`src/rtl/ring_seq_pkg.sv`:
```
// Shared types, default sizes and bit helpers for the ring step sequencer.
// Helpers work on a wide vector so they serve any ring width up to MAX_W.
package ring_seq_pkg;

   typedef enum logic [1:0] {
      IDLE,
      RUN,
      DONE
   } state_t;

   localparam int DEF_WIDTH = 8;
   localparam int DEF_CNT_W = 8;
   localparam int DEF_DIV_W = 8;
   localparam int MAX_W     = 64;

   // Nonzero and clearing the lowest set bit leaves nothing behind.
   function automatic logic is_onehot(input logic [MAX_W-1:0] value);
      return (value != '0) && ((value & (value - MAX_W'(1))) == '0);
   endfunction

   // Rotate the low `width` bits by one place.
   // dir 0 moves toward the MSB and dir 1 moves toward the LSB.
   function automatic logic [MAX_W-1:0] rotate(input logic [MAX_W-1:0] value,
                                                input int width,
                                                input logic dir);
      logic [MAX_W-1:0] result;
      result = '0;
      for (int i = 0; i < MAX_W; i++) begin
         if (i < width) begin
            result[i] = dir ? value[(i + 1) % width] : value[(i + width - 1) % width];
         end
      end
      return result;
   endfunction

endpackage

```
`src/rtl/ring_seq_prescaler.sv`:
```
// Rate divider: emits one strobe every reload+1 cycles while not held.
// The divider value is captured at load and reused for every later period.
module ring_seq_prescaler
   import ring_seq_pkg::*;
#(
   parameter int DIV_W = DEF_DIV_W
) (
   input  logic             clk,
   input  logic             clear,
   input  logic             load,
   input  logic             hold,
   input  logic [DIV_W-1:0] load_val,
   output logic             strobe
);

   logic [DIV_W-1:0] count;
   logic [DIV_W-1:0] reload;

   always_ff @(posedge clk) begin
      if (clear) begin
         count  <= '0;
         reload <= '0;
      end else if (load) begin
         count  <= load_val;
         reload <= load_val;
      end else if (!hold) begin
         count <= (count == '0) ? reload : count - DIV_W'(1);
      end
   end

   assign strobe = !hold && (count == '0);

endmodule

```
`src/rtl/ring_step_sequencer.sv`:
```
// Command-driven sequencer for a one-hot ring.
// It accepts seed, steps, rate and direction, rotates at the programmed rate and pulses done at the end.
module ring_step_sequencer
   import ring_seq_pkg::*;
#(
   parameter int WIDTH = DEF_WIDTH,
   parameter int CNT_W = DEF_CNT_W,
   parameter int DIV_W = DEF_DIV_W
) (
   input  logic             clk,
   input  logic             rst,
   input  logic             cmd_valid,
   output logic             cmd_ready,
   input  logic [WIDTH-1:0] cmd_seed,
   input  logic [CNT_W-1:0] cmd_steps,
   input  logic [DIV_W-1:0] cmd_div,
   input  logic             cmd_dir,
   input  logic             halt,
   input  logic             abort,
   output logic [WIDTH-1:0] ring,
   output logic             step,
   output logic             busy,
   output logic             done,
   output logic             err
);

   state_t           state;
   state_t           state_next;
   logic [WIDTH-1:0] ring_q;
   logic [CNT_W-1:0] remaining;
   logic             dir_q;
   logic             step_q;
   logic             err_q;

   logic accept;
   logic seed_ok;
   logic advance;
   logic tick;
   logic start_run;

   assign cmd_ready = (state == IDLE);
   assign busy      = (state == RUN);
   assign done      = (state == DONE);
   assign ring      = ring_q;
   assign step      = step_q;
   assign err       = err_q;

   assign accept    = cmd_valid && cmd_ready;
   assign seed_ok   = is_onehot(MAX_W'(cmd_seed));
   assign start_run = accept && seed_ok && (cmd_steps != '0);
   // Abort outranks halt, and both freeze the prescaler so no rotation can slip through.
   assign advance   = (state == RUN) && !halt && !abort;

   ring_seq_prescaler #(
      .DIV_W(DIV_W)
   ) u_prescaler (
      .clk     (clk),
      .clear   (rst),
      .load    (start_run),
      .hold    (!advance),
      .load_val(cmd_div),
      .strobe  (tick)
   );

   always_comb begin
      state_next = state;
      unique case (state)
         IDLE: begin
            if (accept && seed_ok) begin
               state_next = (cmd_steps == '0) ? DONE : RUN;
            end
         end
         RUN: begin
            if (abort) begin
               state_next = IDLE;
            end else if (tick && (remaining == CNT_W'(1))) begin
               state_next = DONE;
            end
         end
         DONE: state_next = IDLE;
         default: state_next = IDLE;
      endcase
   end

   always_ff @(posedge clk) begin
      if (rst) begin
         state     <= IDLE;
         ring_q    <= WIDTH'(1);
         remaining <= '0;
         dir_q     <= 1'b0;
         step_q    <= 1'b0;
         err_q     <= 1'b0;
      end else begin
         state  <= state_next;
         step_q <= tick;
         if (accept) begin
            if (!seed_ok) begin
               err_q <= 1'b1;
            end else begin
               err_q     <= 1'b0;
               ring_q    <= cmd_seed;
               remaining <= cmd_steps;
               dir_q     <= cmd_dir;
            end
         end
         if (tick) begin
            ring_q    <= WIDTH'(rotate(MAX_W'(ring_q), WIDTH, dir_q));
            remaining <= remaining - CNT_W'(1);
         end
      end
   end

endmodule

```
`config.mk`:
```
export PLATFORM = sky130hd
export DESIGN_NAME = ring_step_sequencer
export DESIGN_NICKNAME = d
export VERILOG_FILES = /design/src/rtl/ring_seq_pkg.sv /design/src/rtl/ring_seq_prescaler.sv /design/src/rtl/ring_step_sequencer.sv
export SDC_FILE = /design/constraint.sdc
export NUM_CORES = 1
export LEC_CHECK = 0
export CORE_UTILIZATION = 39
export CTS_BUF_LIST = sky130_fd_sc_hd__clkbuf_8
export DETAILED_ROUTE_END_ITERATION = 7
export GPL_ROUTABILITY_DRIVEN = 0
export GPL_TIMING_DRIVEN = 0
export PLACE_DENSITY = 0.63
export RECOVER_POWER = 100
export SETUP_SLACK_MARGIN = 0.2
export SLEW_MARGIN = 20
export SYNTH_ARGS = -nofsm -noshare
export SYNTH_HDL_FRONTEND = slang
export SYNTH_SLANG_ARGS = --single-unit
```
`constraint.sdc`:
```
create_clock -name clk -period 2.24 [get_ports clk]
set_clock_uncertainty 0.2 [all_clocks]
set_input_delay 0.448 -clock clk [delete_from_list [all_inputs] [get_ports clk]]
set_output_delay 0.448 -clock clk [all_outputs]
set_load 0.1 [all_outputs]
```
==> results.ini <==
[power_and_ir_drop]
power_density_mw_per_mm2 = 401.7
p_leak_nw = 1.263
peakVddDrop_mv = 0.3782

[cells_and_area]
drive_above_1_share = 0.3853
final_nets = 386
n_antenna_cell = 0
fin_cells = 425
num-fill-cells = 457
area_growth_pct = 59.81

[sta]
rsz0062_at_grt = true
finalCritPeriodShare = 0.9782
max_freq_mhz = 456.4
tightest_slew_ps = 605.8
fin_hold_ws_ps = 233.0
slew_headroom = 0.5930
slew_viol_final = 0
min_period_ps = 2191
setup_viol = 0
hold_violations = 0

[clock_tree]
clk_pin_slew_ps = 80
clock_path_buffers = 2
numCtsBuffers = 5
clk_latency_ps = 290
clock-sinks = 37
htreeDepth = 2
root_buffer = clkbuf_8
postCtsHoldBufs = 0
cts_tree = built

[worst_setup_path]
start_kind = input pin
critPathCaptureType = flop
worst-setup-path-type = in -> reg
worstPathArrival_ps = 2220
cp_max_fo = 6
slowest_stage = or3_4
cp_cell_sequence = buf_8 -> or3_4 -> o32a_1 -> and2_4 -> buf_4 -> buf_6 -> nor4_4 -> a31o_2
crit_path_max_incr_delay_ps = 410
cp.required_ps = 2270

[synthesis]
synth_area_mm2 = 0.002245
async_reset_ff_frac = 0
syn_inst = 274
syn_avg_cell_area_um2 = 8.192
yosysWarningCount = 0
ys_types = 63
synth_edf_count = 0
synth_fp_nets = 308
ys_seq_area_frac = 0.3300
ys_ff_latch = 37
ys.flop_type = dfxtp_1

[placed_design]
port_buffers = 42
dp_cells = 388
place_hpwl_um = 4873

[global_routing]
grt_max_degree = 13
grt_usage = 0.2718
grt_pass1_vias = 2572
grt_pass1_wl_um = 12720
grt-ovfl-total = 0
grt_antenna_before_repair = 0

[routing]
via_per_inst = 6.125
vias = 2603
drt-initial-drc-count = 124
dr.pass1.iters = 5
drc_errors = 0
drtAntennaViolNets = 0
avgRoutedWirePerCell_um = 18.96
routed_wl_um = 8060

[floorplan]
die_x_um = 77.87
die_area_mm2 = 0.006063
initial_utilization = 0.4051
die_y_um = 77.87
core_area_mm2 = 0.005540
num_rows = 27
ios = 43

[run]
drv_cap = 0

[worst_hold_path]
hold_path.class = in -> reg

[run_status]
status = complete, no violations

where the power goes:
part           internal (mW)  total, mW  switching [mW]
combinational          0.142      0.301           0.159
sequential             0.664      0.672         0.00788
clock                  0.215      0.468           0.253
total                   1.02       1.44           0.420
timing repair:
item,in CTS,in global routing
buffers inserted,21,1
pin swaps,38,19
gates cloned,7,0
gates resized for setup,165,39
hold endpoints to repair,0,0
setup endpoints to repair,50,37
final timing paths:
path | startpoint | end | slack, ps | depth (start not counted)
worst max-delay path | cmd_seed[3] | u_prescaler.reload[2]$_SDFFE_PP0P_ | 50 | 8
worst min register to register | u_prescaler.reload[5]$_SDFFE_PP0P_ | u_prescaler.reload[5]$_SDFFE_PP0P_ | 260 | 2
worst min-delay path | cmd_seed[2] | ring[2]$_SDFFE_PP0P_ | 230 | 3
worst max register to register | state[0]$_SDFFE_PP0P_ | ring[3]$_SDFFE_PP0P_ | 190 | 7
cells by family after synthesis:
| logic type | Yosys count | share of synthesized area |
|---|---|---|
| buffers and inverters | 27 | 0.05796 |
| adder cells (fa/ha/maj) | 4 | 0.02230 |
| flip-flops | 37 | 0.3300 |
| AND/OR/NAND/NOR | 106 | 0.2703 |
| XOR/XNOR | 2 | 0.007805 |
| AO/OA/AOI/OAI | 98 | 0.3116 |
critical path: cells and delay by family:
family,cells,cell delay (ps)
simple gates,3,830
compound gates,2,530
buf+inv,3,400
stage by stage:
stage | setup WS [ps] | setup TNS (ps) | util | area, um2 | total power [mW]
floorplan | -33.84 | -42.54 | - | 2323 | 0.7984
global placement | -930.9 | -25340 | 0.5115 | 2834 | 0.8956
detailed placement | -915.7 | -25420 | 0.5115 | 2834 | 0.8960
CTS | 92.03 | 0 | 0.6274 | 3476 | 1.430
global route | 12.31 | 0 | 0.6475 | 3587 | 1.493
finish | 48.76 | 0 | 0.6475 | 3587 | 1.441
layer usage:
| layer | up-vias | part of all wire | track usage |
|---|---|---|---|
| li1 | 1226 | - | - |
| met1 | 1256 | 0.40 | 0.3353 |
| met2 | 105 | 0.51 | 0.4726 |
| met3 | 16 | 0.068 | 0.04824 |
| met4 | 0 | 0.019 | 0.09245 |
| met5 | - | 0 | 0 |
flip-flops by register name, indices dropped and copies added, names as in the netlist:
register and cells:
u_prescaler.reload 8, err 1, step 1, ring 8, dir_q 1, state 2, u_prescaler.count 8, remaining 8
final cells by class:
class | instances | area (um2) | area share
multi-input cells | 210 | 1714 | 0.4779
repair buffers | 71 | 752.0 | 0.2096
flip-flops and latches | 37 | 742.0 | 0.2068
plain buffers | 19 | 172.7 | 0.04813
well taps | 72 | 90.09 | 0.02511
clock buffers | 5 | 68.82 | 0.01918
inverters | 8 | 30.03 | 0.008371
clock inverters | 3 | 17.52 | 0.004883
Yosys cell counts (all sizes together), types with 9 or more instances:
cell type	count	area share
a211oi	10	0.033
a21oi	14	0.031
a311oi	10	0.045
buf	10	0.030
clkbuf	9	0.015
dfxtp	37	0.33
nand2	18	0.030
nand3	13	0.031
nor2	13	0.023
nor2b	19	0.053
nor3	9	0.022
o21ai	24	0.054
layout by cell type (no fill, tap or decap), types with 3 or more instances in the layout:
master,n
nor3_1,4
a311oi_2,4
o21ai_2,10
clkbuf_4,3
nor2b_1,17
buf_6,8
a21oi_1,13
or4_4,3
o211ai_1,3
dfxtp_1,36
o21ai_1,5
clkbuf_2,10
nor3_4,4
nor4_1,3
nand3_1,6
ha_1,4
a311oi_1,6
buf_2,4
o21ai_0,9
clkbuf_8,6
inv_1,8
nand2_1,16
o31ai_1,5
clkdlybuf4s15_2,10
buf_16,4
buf_12,3
buf_4,16
nor2_1,10
nor4_2,3
buf_8,6
a211oi_1,8
clkdlybuf4s50_1,18
nand4_1,8
nand3_2,6
Power figures use the tool's default switching activity.
